==> src/rtl/mul_pkg.sv <==
// Shared types for the RV32M multiply front end: op encoding, in-flight tag, sign mapping.
// Pure declarations; no state.
package mul_pkg;

  typedef enum logic [1:0] {
    MUL    = 2'b00,
    MULH   = 2'b01,
    MULHSU = 2'b10,
    MULHU  = 2'b11
  } mul_op_t;

  typedef struct packed {
    logic [4:0] rd;
    logic       hi;
  } mul_tag_t;

  // Returns {rs1 signed, rs2 signed}.
  function automatic logic [1:0] mul_sign(input mul_op_t op);
    logic [1:0] s;
    s = 2'b00;
    case (op)
      MULH:    s = 2'b11;
      MULHSU:  s = 2'b10;
      default: s = 2'b00;
    endcase
    return s;
  endfunction

  function automatic logic mul_is_hi(input mul_op_t op);
    return op != MUL;
  endfunction

endpackage

==> src/rtl/mul_tag_fifo.sv <==
// Small tag FIFO tracking {rd, hi} for ops inside the multiplier; zero-latency head read.
// Push is dropped only when full with no simultaneous pop; clear beats push and pop.
module mul_tag_fifo
  import mul_pkg::*;
#(
  parameter int DEPTH = 2
) (
  input  logic                         clock,
  input  logic                         reset,
  input  logic                         clear,
  input  logic                         push,
  input  mul_tag_t                     push_tag,
  input  logic                         pop,
  output mul_tag_t                     head,
  output logic [$clog2(DEPTH+1)-1:0]   count,
  output logic                         full,
  output logic                         empty
);

  localparam int PTR_W = (DEPTH > 1) ? $clog2(DEPTH) : 1;
  localparam int CNT_W = $clog2(DEPTH + 1);

  mul_tag_t         mem_q [DEPTH];
  logic [PTR_W-1:0] wr_ptr_q, wr_ptr_d;
  logic [PTR_W-1:0] rd_ptr_q, rd_ptr_d;
  logic [CNT_W-1:0] count_q, count_d;
  logic             do_push, do_pop;

  // Explicit wrap so non-power-of-two depths index correctly.
  function automatic logic [PTR_W-1:0] ptr_inc(input logic [PTR_W-1:0] p);
    return (p == PTR_W'(DEPTH - 1)) ? '0 : p + 1'b1;
  endfunction

  assign empty = (count_q == '0);
  assign full  = (count_q == CNT_W'(DEPTH));
  assign count = count_q;
  assign head  = mem_q[rd_ptr_q];

  always_comb begin
    do_pop   = pop & ~empty;
    do_push  = push & (~full | do_pop);
    wr_ptr_d = wr_ptr_q;
    rd_ptr_d = rd_ptr_q;
    count_d  = count_q;
    if (clear) begin
      wr_ptr_d = '0;
      rd_ptr_d = '0;
      count_d  = '0;
    end else begin
      if (do_push) wr_ptr_d = ptr_inc(wr_ptr_q);
      if (do_pop)  rd_ptr_d = ptr_inc(rd_ptr_q);
      case ({do_push, do_pop})
        2'b10:   count_d = count_q + 1'b1;
        2'b01:   count_d = count_q - 1'b1;
        default: count_d = count_q;
      endcase
    end
  end

  always_ff @(posedge clock or negedge reset) begin
    if (!reset) begin
      wr_ptr_q <= '0;
      rd_ptr_q <= '0;
      count_q  <= '0;
    end else begin
      wr_ptr_q <= wr_ptr_d;
      rd_ptr_q <= rd_ptr_d;
      count_q  <= count_d;
    end
  end

  always_ff @(posedge clock) begin
    if (do_push && !clear) mem_q[wr_ptr_q] <= push_tag;
  end

endmodule

==> src/rtl/mul_frontend.sv <==
// Issue/writeback shell for the RV32M multiplier; one registered writeback slot after the product.
// Slot stall (wb_ready low while full) backpressures the multiplier, which drops in_ready the same cycle.
module mul_frontend
  import mul_pkg::*;
#(
  parameter int DEPTH = 2
) (
  input  logic        clock,
  input  logic        reset,
  input  logic        flush,
  input  logic        in_valid,
  output logic        in_ready,
  input  logic [1:0]  in_op,
  input  logic [31:0] in_rs1,
  input  logic [31:0] in_rs2,
  input  logic [4:0]  in_rd,
  output logic        m_flush,
  output logic        m_in_valid,
  input  logic        m_in_ready,
  output logic [1:0]  m_in_sign,
  output logic [31:0] m_in_a,
  output logic [31:0] m_in_b,
  input  logic        m_out_valid,
  output logic        m_out_ready,
  input  logic [63:0] m_out_prod,
  output logic        wb_valid,
  input  logic        wb_ready,
  output logic [4:0]  wb_rd,
  output logic [31:0] wb_data
);

  localparam int CNT_W = $clog2(DEPTH + 1);

  mul_op_t          op;
  mul_tag_t         tag_in, tag_head;
  logic             tag_push, tag_pop, tag_full, tag_empty;
  logic [CNT_W-1:0] tag_count;

  logic             wb_valid_q, wb_valid_d;
  logic [4:0]       wb_rd_q, wb_rd_d;
  logic [31:0]      wb_data_q, wb_data_d;

  assign op        = mul_op_t'(in_op);
  assign m_flush   = flush;
  assign m_in_sign = mul_sign(op);
  assign m_in_a    = in_rs1;
  assign m_in_b    = in_rs2;

  assign m_in_valid  = in_valid & ~tag_full & ~flush;
  assign in_ready    = m_in_ready & ~tag_full & ~flush;
  // Flush forces ready so the multiplier drains its held product.
  assign m_out_ready = ~wb_valid_q | wb_ready | flush;

  assign tag_in   = '{rd: in_rd, hi: mul_is_hi(op)};
  assign tag_push = m_in_valid & m_in_ready;
  assign tag_pop  = m_out_valid & m_out_ready & ~tag_empty & ~flush;

  mul_tag_fifo #(
    .DEPTH(DEPTH)
  ) u_tags (
    .clock    (clock),
    .reset    (reset),
    .clear    (flush),
    .push     (tag_push),
    .push_tag (tag_in),
    .pop      (tag_pop),
    .head     (tag_head),
    .count    (tag_count),
    .full     (tag_full),
    .empty    (tag_empty)
  );

  always_comb begin
    wb_valid_d = wb_valid_q;
    wb_rd_d    = wb_rd_q;
    wb_data_d  = wb_data_q;
    if (flush) begin
      wb_valid_d = 1'b0;
    end else if (tag_pop) begin
      wb_valid_d = 1'b1;
      wb_rd_d    = tag_head.rd;
      wb_data_d  = tag_head.hi ? m_out_prod[63:32] : m_out_prod[31:0];
    end else if (wb_ready) begin
      wb_valid_d = 1'b0;
    end
  end

  always_ff @(posedge clock or negedge reset) begin
    if (!reset) begin
      wb_valid_q <= 1'b0;
      wb_rd_q    <= '0;
      wb_data_q  <= '0;
    end else begin
      wb_valid_q <= wb_valid_d;
      wb_rd_q    <= wb_rd_d;
      wb_data_q  <= wb_data_d;
    end
  end

  assign wb_valid = wb_valid_q;
  assign wb_rd    = wb_rd_q;
  assign wb_data  = wb_data_q;

  // A product with no tag behind it means the multiplier broke its handshake.
  a_no_orphan_product: assert property (@(posedge clock) disable iff (!reset)
    m_out_valid |-> !tag_empty);

  a_count_bound: assert property (@(posedge clock) disable iff (!reset)
    tag_count <= CNT_W'(DEPTH));

endmodule

==> config.mk <==
export PLATFORM = sky130hd
export DESIGN_NAME = mul_frontend
export DESIGN_NICKNAME = d
export VERILOG_FILES = /design/src/rtl/mul_pkg.sv /design/src/rtl/mul_tag_fifo.sv /design/src/rtl/mul_frontend.sv
export SDC_FILE = /design/constraint.sdc
export NUM_CORES = 1
export LEC_CHECK = 0
export BUFFER_PORTS_ARGS = -buffer_cell sky130_fd_sc_hd__buf_2
export CAP_MARGIN = 20
export CORE_MARGIN = 2
export CORE_UTILIZATION = 30
export CTS_BUF_LIST = sky130_fd_sc_hd__clkbuf_2
export DETAILED_ROUTE_END_ITERATION = 16
export PLACE_DENSITY = 0.65
export SYNTH_ARGS = -nofsm -noshare
export SYNTH_HDL_FRONTEND = slang
export SYNTH_SLANG_ARGS = --single-unit
==> constraint.sdc <==
create_clock -name clock -period 1.63 [get_ports clock]
set_input_delay 0.326 -clock clock [delete_from_list [all_inputs] [get_ports clock]]
set_output_delay 0.326 -clock clock [all_outputs]
set_load 0.02 [all_outputs]
==> flow_summary.ini, run 1 <==
[run_status]
status = finished, violations left
violations = negative setup slack

[hold_path]
min_from = flush
hold_path.class = primary input to flop

[routing]
drt-total-wl_mm = 7.296
viasPerCell = 4.507
wire_per_inst_um = 14.86
ant_nets = 0
drt-initial-drc-count = 62
vias = 2213
drc = 0
drtPass1Iterations = 4

[grt]
antenna_found_initial = 0
first_global_vias = 2107
grt_max_degree = 39
gr-total-overflow = 0
grt_pass1_wl_mm = 10.29
grt_usage_pct = 11.74

[cells_and_area]
syn2layout_area_growth_pct = 27.61
stdcell_count = 491
fill_cells = 965
antennaDiodeCount = 0
final_net_count = 501
drive_above_1_share_pct = 57.54
final_util_pct = 39.17

[power]
vdd_drop_max_mv = 0.4093
power_density_mw_per_mm2 = 1127
p_leak_nw = 1.734

[cts]
cts_buffers = 5
clkSlewWorstSetupHoldPaths_ns = 0.29
clockBufferDepth = 2
cts.htree.levels = 2
cts_sinks = 54
cts_tree = done
cts.root.buffer_cell = clkbuf_2
insertion_delay_ns = 0.44

[place]
pre_cts_ws_ns = 0.08750
io_buffers = 121
gp_congestion = 0.7377
dp.cells = 463
post-dp-hpwl_mm = 4.812

[yosys]
synth_area_sq_mm = 0.002973
ys_types = 30
ys_seq_elements = 54
ys_seq_area_share_pct = 47.47
syn_inst = 279
synth-warning-count = 0
syn_area_per_cell_sq_um = 10.66
syn_nets = 423

[die]
die_h_um = 103.5
core-area_sq_mm = 0.009684
initial_core_util_pct = 30.70
rows = 36
die_area_sq_mm = 0.01072
fp.dieW_um = 103.5
ios = 250

[timing]
max_freq_mhz = 577.7
skew_ns = 0.02747
report.final.slew_viol_count = 0
setup_viol = 2
grt_setup_unrepaired = yes
tns_ns = -0.1915
worstMarginPinSlew_ns = 0.4423
finalCritPeriodShare_pct = 106.2
relSlewSlack_pct = 70.52
post-route-min-period_ns = 1.731
hold_viol_final = 0
post-route-worst-setup-slack_ns = -0.1009

[worst_setup_path]
startpoint = u_tags.count[1]$_DFFE_PN0P_
cp.required_ns = 1.30
cp_max_fo = 2
reg2reg_from = wb_valid$_DFFE_PN0P_
crit_arrival_ns = 1.40
path_class = flop to output port
start_kind = flop
crit_path_end_kind = output port

[flow_run]
cap_viol_max_count = 0
through the flow:
step	cell area [sq um]	hold slack, ns	power [mW]
after CTS	3402	0.002655	4.117
after global routing	3794	0.07578	4.560
final	3794	0.1213	4.275
after floorplan	2973	0.03041	3.013
after global placement	3252	0.2964	3.329
after detailed placement	3252	0.2969	3.363
Yosys cell counts (all sizes together):
master | instances | area, sq um
buf | 76 | 601.8
dfrtp | 42 | 1051
a21oi | 41 | 224.0
nor2 | 41 | 153.9
mux2i | 38 | 392.9
edfxtp | 12 | 360.4
inv | 5 | 18.77
nand2 | 3 | 11.26
and2 | 2 | 12.51
clkbuf | 2 | 7.510
ha | 2 | 25.02
nor2b | 2 | 12.51
o21ai | 2 | 10.00
and2b | 1 | 7.510
and3 | 1 | 6.260
mux2 | 1 | 11.26
nand4bb | 1 | 11.26
nor3 | 1 | 10.01
o2111ai | 1 | 8.760
o22ai | 1 | 6.260
o31ai | 1 | 7.510
or2 | 1 | 6.260
or3 | 1 | 7.510
xor2 | 1 | 8.760
kinds of logic after synthesis:
group	share of synthesized area, %
buf+inv	21.13
simple gates	8.039
fa+ha+maj	0.8416
xor+xnor	0.2947
flops	47.47
mux	13.59
compound gates	8.628
area by class of cell:
type / count / area, sq um / area share [%]
sequential: 54 / 1411 / 37.20
multi-input combinational: 142 / 1105 / 29.12
timing repair buffer: 149 / 1020 / 26.88
tap: 133 / 166.4 / 4.387
clock inverter: 3 / 47.55 / 1.253
clock buffer: 5 / 25.02 / 0.6596
inverter: 5 / 18.77 / 0.4947
registers in the layout, indices dropped and copies added (netlist names):
signal / count
wb_data: 32
u_tags.rd_ptr_q: 1
u_tags.count: 2
wb_rd: 5
wb_valid: 1
u_tags.mem_q: 12
u_tags.wr_ptr_q: 1
path summary, 6_finish.rpt:
check                           slack, ns  cells after the start                      end
worst max-delay path                -0.10                      4               m_in_valid
worst min-delay path                 0.12                      2     wb_valid$_DFFE_PN0P_
worst max register to register          0                      7     wb_rd[2]$_DFFE_PN0P_
worst min register to register       0.56                      2  wb_data[21]$_DFFE_PN0P_
max in group asynchronous            0.78                      3   wb_data[0]$_DFFE_PN0P_
min in group asynchronous            0.32                      2  wb_data[28]$_DFFE_PN0P_
worst max-delay path, cell delays in order, from the launching register on:
cell	delay, ns
dfrtp_1	0.45
nor2b_4	0.14
nor2_2	0.11
and2_4	0.16
buf_6	0.11
what timing repair did:
action                                  CTS  global route
pin swaps                                 3             2
gates resized for setup                  13            47
endpoints found under the setup margin    3            23
endpoints found under the hold margin    16            10
gates cloned                              0             7
setup buffers                             4             3
hold buffers                              1             5
routing by layer:
metal | global-route usage (%) | vias up | share of wire [%]
met5 | 0 | - | 0
met4 | 5.502 | 0 | 2.5
met3 | 4.091 | 18 | 7.9
met2 | 20.58 | 107 | 49
met1 | 12.70 | 1061 | 40
li1 | - | 1027 | -
cell usage in the layout (no fill, tap or decap), drive strengths merged:
| cell | count |
|---|---|
| clkinv | 1 |
| o22ai | 1 |
| o21ai | 2 |
| ha | 2 |
| and2b | 1 |
| nor3 | 1 |
| edfxtp | 12 |
| mux2i | 38 |
| dfrtp | 42 |
| clkbuf | 11 |
| nor2 | 41 |
| bufinv | 1 |
| xor2 | 1 |
| and2 | 2 |
| dlygate4sd3 | 6 |
| o2111ai | 1 |
| nand4bb | 1 |
| a21oi | 41 |
| or2 | 1 |
| inv | 6 |
| buf | 137 |
| nand2 | 3 |
| or3 | 1 |
| o31ai | 1 |
| and3 | 1 |
| nor2b | 2 |
| mux2 | 1 |
power by group:
group	switching, mW	internal, mW
Combinational	0.945	0.678
Sequential	0.222	1.71
Clock	0.447	0.269
Total	1.61	2.66
No activity file was read; power rests on OpenSTA's default activity.
==> run 2, diff against run 1 <==
--- a/config.mk
+++ b/config.mk
@@ -12,6 +12,7 @@
 export CTS_BUF_LIST = sky130_fd_sc_hd__clkbuf_2
 export DETAILED_ROUTE_END_ITERATION = 16
 export PLACE_DENSITY = 0.65
+export RECOVER_POWER = 100
 export SYNTH_ARGS = -nofsm -noshare
 export SYNTH_HDL_FRONTEND = slang
 export SYNTH_SLANG_ARGS = --single-unit
==> flow_summary.ini, run 2 (synthesis results as in run 1) <==
[routing]
drt-initial-drc-count = 56
drtPass1Iterations = 4
wire_per_inst_um = 14.81
ant_nets = 0
drc = 0
viasPerCell = 4.487
vias = 2203
drt-total-wl_mm = 7.271

[grt]
grt_usage_pct = 11.74
grt_max_degree = 39
gr-total-overflow = 0
grt_pass1_wl_mm = 10.29
antenna_found_initial = 0
first_global_vias = 2107

[place]
dp.cells = 463
pre_cts_ws_ns = 0.08750
post-dp-hpwl_mm = 4.812
io_buffers = 121
gp_congestion = 0.7377
place_area_sq_mm = 0.003252

[cells_and_area]
layout_commonest_cell = buf_2
layout_common_cells = buf_2, dfrtp_1, mux2i_1
drive_above_1_share_pct = 54.47
antennaDiodeCount = 0
largest_reg_flops = 32
final_net_count = 501
syn2layout_area_growth_pct = 26.68
stdcell_count = 491
postLayoutCellArea_sq_mm = 0.003766
fill_cells = 969

[timing]
max_freq_mhz = 576.5
post-route-min-period_ns = 1.735
grt_setup_unrepaired = yes
worstMarginPinSlew_ns = 0.9758
post-route-worst-setup-slack_ns = -0.1045
skew_ns = 0.02289
hold_viol_final = 0
setup_viol = 3
tns_ns = -0.2037
relSlewSlack_pct = 34.95
report.final.slew_viol_count = 0
finalCritPeriodShare_pct = 106.4

[die]
ios = 250
core-area_sq_mm = 0.009684
fp.dieW_um = 103.5
die_h_um = 103.5
initial_core_util_pct = 30.70
rows = 36
die_area_sq_mm = 0.01072

[cts]
clkSlewWorstSetupHoldPaths_ns = 0.29
clockBufferDepth = 2
cts.htree.levels = 2
cts_tree = done
insertion_delay_ns = 0.44
cts_buffers = 5
cts_sinks = 54
cts.root.buffer_cell = clkbuf_2

[power]
switching_share_pct = 37.90
p_comb_share_pct = 37.7
p_int_mw = 2.649
p_sw_mw = 1.617
p_leak_nw = 1.701
power_frac_seq_pct = 45.4
power_frac_clock_pct = 16.9
power_density_mw_per_mm2 = 1133
vdd_drop_max_mv = 0.4123

[worst_setup_path]
reg2reg_from = wb_valid$_DFFE_PN0P_
start_kind = flop
cp_max_fo = 2
path_class = flop to output port
crit_arrival_ns = 1.41
startpoint = u_tags.count[1]$_DFFE_PN0P_
crit_path_end_kind = output port
reg2reg_depth = 5
cp.required_ns = 1.30

[hold_path]
min_from = flush
hold_path_depth = 2
hold_path.class = primary input to flop

[run_status]
violations = negative setup slack
status = finished, violations left

[flow_run]
cap_viol_max_count = 0
run 2: cell types whose count changed in the layout (fill, tap and decap cells not counted), sizes merged:
cell    before  now
buf        137  126
clkbuf      11   22
run 2: timing repair:
action | 4_1_cts | 5_1_grt
gates cloned | 0 | 7
pin swaps | 3 | 2
hold buffers | 1 | 5
setup endpoints to repair | 3 | 23
endpoints found under the hold margin | 16 | 10
resized for setup | 13 | 47
setup buffers | 4 | 3
run 2: power groups by stage:
stage | registers (mW) | clock network [mW] | logic [mW]
floorplan | 2.32 | 0 | 0.690
global placement | 1.92 | 0 | 1.41
detailed placement | 1.92 | 0 | 1.44
CTS | 1.89 | 0.765 | 1.46
global route | 1.98 | 0.823 | 1.75
finish | 1.94 | 0.720 | 1.61
run 2: final timing paths:
check                                         endpoint  slack [ns]
min in group asynchronous      wb_data[20]$_DFFE_PN0P_        0.52
setup / recovery                            m_in_valid       -0.10
hold / removal                    wb_valid$_DFFE_PN0P_        0.12
max in group asynchronous       wb_data[0]$_DFFE_PN0P_        0.07
hold reg to reg                wb_data[21]$_DFFE_PN0P_        0.56
setup reg to reg           u_tags.count[0]$_DFFE_PN0P_           0
run 2: area by class of cell:
cell class / count / area (sq um) / share of cell area (%)
tap: 133 / 166.4 / 4.419
sequential: 54 / 1411 / 37.48
multi-input combinational: 142 / 1102 / 29.27
clock buffer: 5 / 25.02 / 0.6645
clock inverter: 3 / 47.55 / 1.262
timing repair buffer: 149 / 994.7 / 26.41
inverter: 5 / 18.77 / 0.4983
run 2: worst max-delay path, stage by stage, from the launching register on:
cell and delay, ns:
dfrtp_1 0.46, nor2b_4 0.14, nor2_2 0.11, and2_4 0.16, buf_6 0.11
run 2: layer usage:
layer	vias up	wire length, um	track usage [%]
li1	1024	-	-
met1	1060	2973	12.70
met2	101	3591	20.58
met3	18	526	4.091
met4	0	179	5.502
met5	-	0	0
run 2: stage by stage:
step | hold WS (ns) | util [%] | total power, mW
final | 0.1197 | 38.89 | 4.266
after global placement | 0.2964 | 33.58 | 3.329
after detailed placement | 0.2969 | 33.58 | 3.363
after floorplan | 0.03041 | - | 3.013
after global routing | 0.07578 | 38.89 | 4.551
after CTS | 0.002655 | 35.13 | 4.117
==> run 3, diff against run 2 <==
--- a/config.mk
+++ b/config.mk
@@ -5,7 +5,7 @@
 export SDC_FILE = /design/constraint.sdc
 export NUM_CORES = 1
 export LEC_CHECK = 0
-export BUFFER_PORTS_ARGS = -buffer_cell sky130_fd_sc_hd__buf_2
+export BUFFER_PORTS_ARGS = -buffer_cell sky130_fd_sc_hd__buf_4
 export CAP_MARGIN = 20
 export CORE_MARGIN = 2
 export CORE_UTILIZATION = 30
==> flow_summary.ini, run 3 (synthesis results as in run 1) <==
[run_status]
status = finished, violations left
violations = negative setup slack

[timing]
skew_ns = 0.01772
post-route-min-period_ns = 1.702
finalCritPeriodShare_pct = 104.4
relSlewSlack_pct = 29.17
worstMarginPinSlew_ns = 1.062
grt_setup_unrepaired = yes
report.final.slew_viol_count = 0
max_freq_mhz = 587.7
hold_viol_final = 0
setup_viol = 2
post-route-worst-setup-slack_ns = -0.07158

[place]
io_buffers = 121
gp_congestion = 0.7337
pre_cts_ws_ns = 0.09360
post-dp-hpwl_mm = 4.836
dp.cells = 462

[cts]
cts_tree = done
cts.root.buffer_cell = clkbuf_2
cts_buffers = 5
cts_sinks = 54
clkSlewWorstSetupHoldPaths_ns = 0.29
insertion_delay_ns = 0.43
cts.htree.levels = 2
clockBufferDepth = 2

[cells_and_area]
seqCellArea_sq_mm = 0.001411
final_net_count = 497
layout_commonest_cell = buf_4
syn2layout_area_growth_pct = 29.12
antennaDiodeCount = 0
stdcell_count = 487
multiInputGateArea_sq_um = 994.7
layout_common_cells = buf_4, dfrtp_1, a21oi_1
largest_reg_flops = 32
fill_cells = 971
drive_above_1_share_pct = 48.59

[die]
die_area_sq_mm = 0.01072
die_h_um = 103.5
fp.dieW_um = 103.5
core-area_sq_mm = 0.009684
rows = 36
ios = 250
initial_core_util_pct = 30.70

[power]
p_leak_nw = 1.767
total_power_mw = 4.341
power_density_mw_per_mm2 = 1131
vdd_drop_max_mv = 0.3714

[grt]
first_global_vias = 2097
antenna_found_initial = 0
gr-total-overflow = 0
grt_max_degree = 43
grt_usage_pct = 11.89
grt_pass1_wl_mm = 10.47

[worst_setup_path]
start_kind = flop
path_class = flop to output port
cp_max_fo = 2
cp.required_ns = 1.30
crit_path_end_kind = output port
crit_arrival_ns = 1.38

[routing]
vias = 2132
drc = 0
viasPerCell = 4.378
wire_per_inst_um = 14.00
drt-initial-drc-count = 79
drtPass1Iterations = 4
drt-total-wl_mm = 6.818
ant_nets = 0

[flow_run]
cap_viol_max_count = 0

[hold_path]
hold_path.class = primary input to flop
run 3: power by group:
group	internal, mW	leakage, nW	switching [mW]
logic	0.817	1.13	0.897
clock network	0.269	0.0436	0.448
registers	1.71	0.591	0.198
total	2.80	1.77	1.54
run 3: area by class of cell:
| class | instances | share of cell area (%) |
|---|---|---|
| clock buffers | 5 | 0.6519 |
| clock inverters | 3 | 1.239 |
| inverters | 5 | 0.4889 |
| multi-input cells | 142 | 25.91 |
| flip-flops and latches | 54 | 36.77 |
| well taps | 133 | 4.335 |
| repair buffers | 145 | 30.61 |
run 3: repair_timing:
item                                   CTS  global route
hold buffers                             1             5
endpoints found under the hold margin   42            10
cloned                                   0             2
resized for setup                       11            13
setup endpoints to repair                3            14
pin swaps                                4             1
setup buffers                            7             2
run 3: final timing paths:
path	startpoint	end	slack [ns]	depth (start not counted)
setup / recovery	u_tags.count[0]$_DFFE_PN0P_	m_in_valid	-0.07	4
hold / removal	flush	u_tags.rd_ptr_q$_DFFE_PN0P_	0.1	2
setup reg to reg	u_tags.count[0]$_DFFE_PN0P_	u_tags.mem_q[1][4]$_DFFE_PP_	0.06	7
hold reg to reg	wb_data[1]$_DFFE_PN0P_	wb_data[1]$_DFFE_PN0P_	0.57	2
max in group asynchronous	reset	wb_data[30]$_DFFE_PN0P_	0.41	2
min in group asynchronous	reset	wb_data[29]$_DFFE_PN0P_	0.57	2
run 3: stage by stage:
step           hold slack, ns  cell area [sq um]  util (%)  setup TNS [ns]
2_1_floorplan         0.03041               2973         -               0
5_1_grt               0.01655               3839     39.64         -0.4796
6_report              0.09979               3839     39.64         -0.1379
3_5_place_dp           0.3578               3535     36.50               0
4_1_cts             0.0004458               3701     38.22         -0.2100
3_3_place_gp           0.3528               3535     36.50               0
run 3: critical path, stage by stage, from the launching register on:
cell,delay (ns)
dfrtp_1,0.48
nor2b_4,0.17
nor2_4,0.05
and2_4,0.14
buf_6,0.12
run 3: layer usage:
layer / global-route usage (%) / wire, um
met1: 12.86 / 2537
met2: 21.43 / 3544
met3: 4.909 / 617
met4: 3.185 / 119
met5: 0 / 0
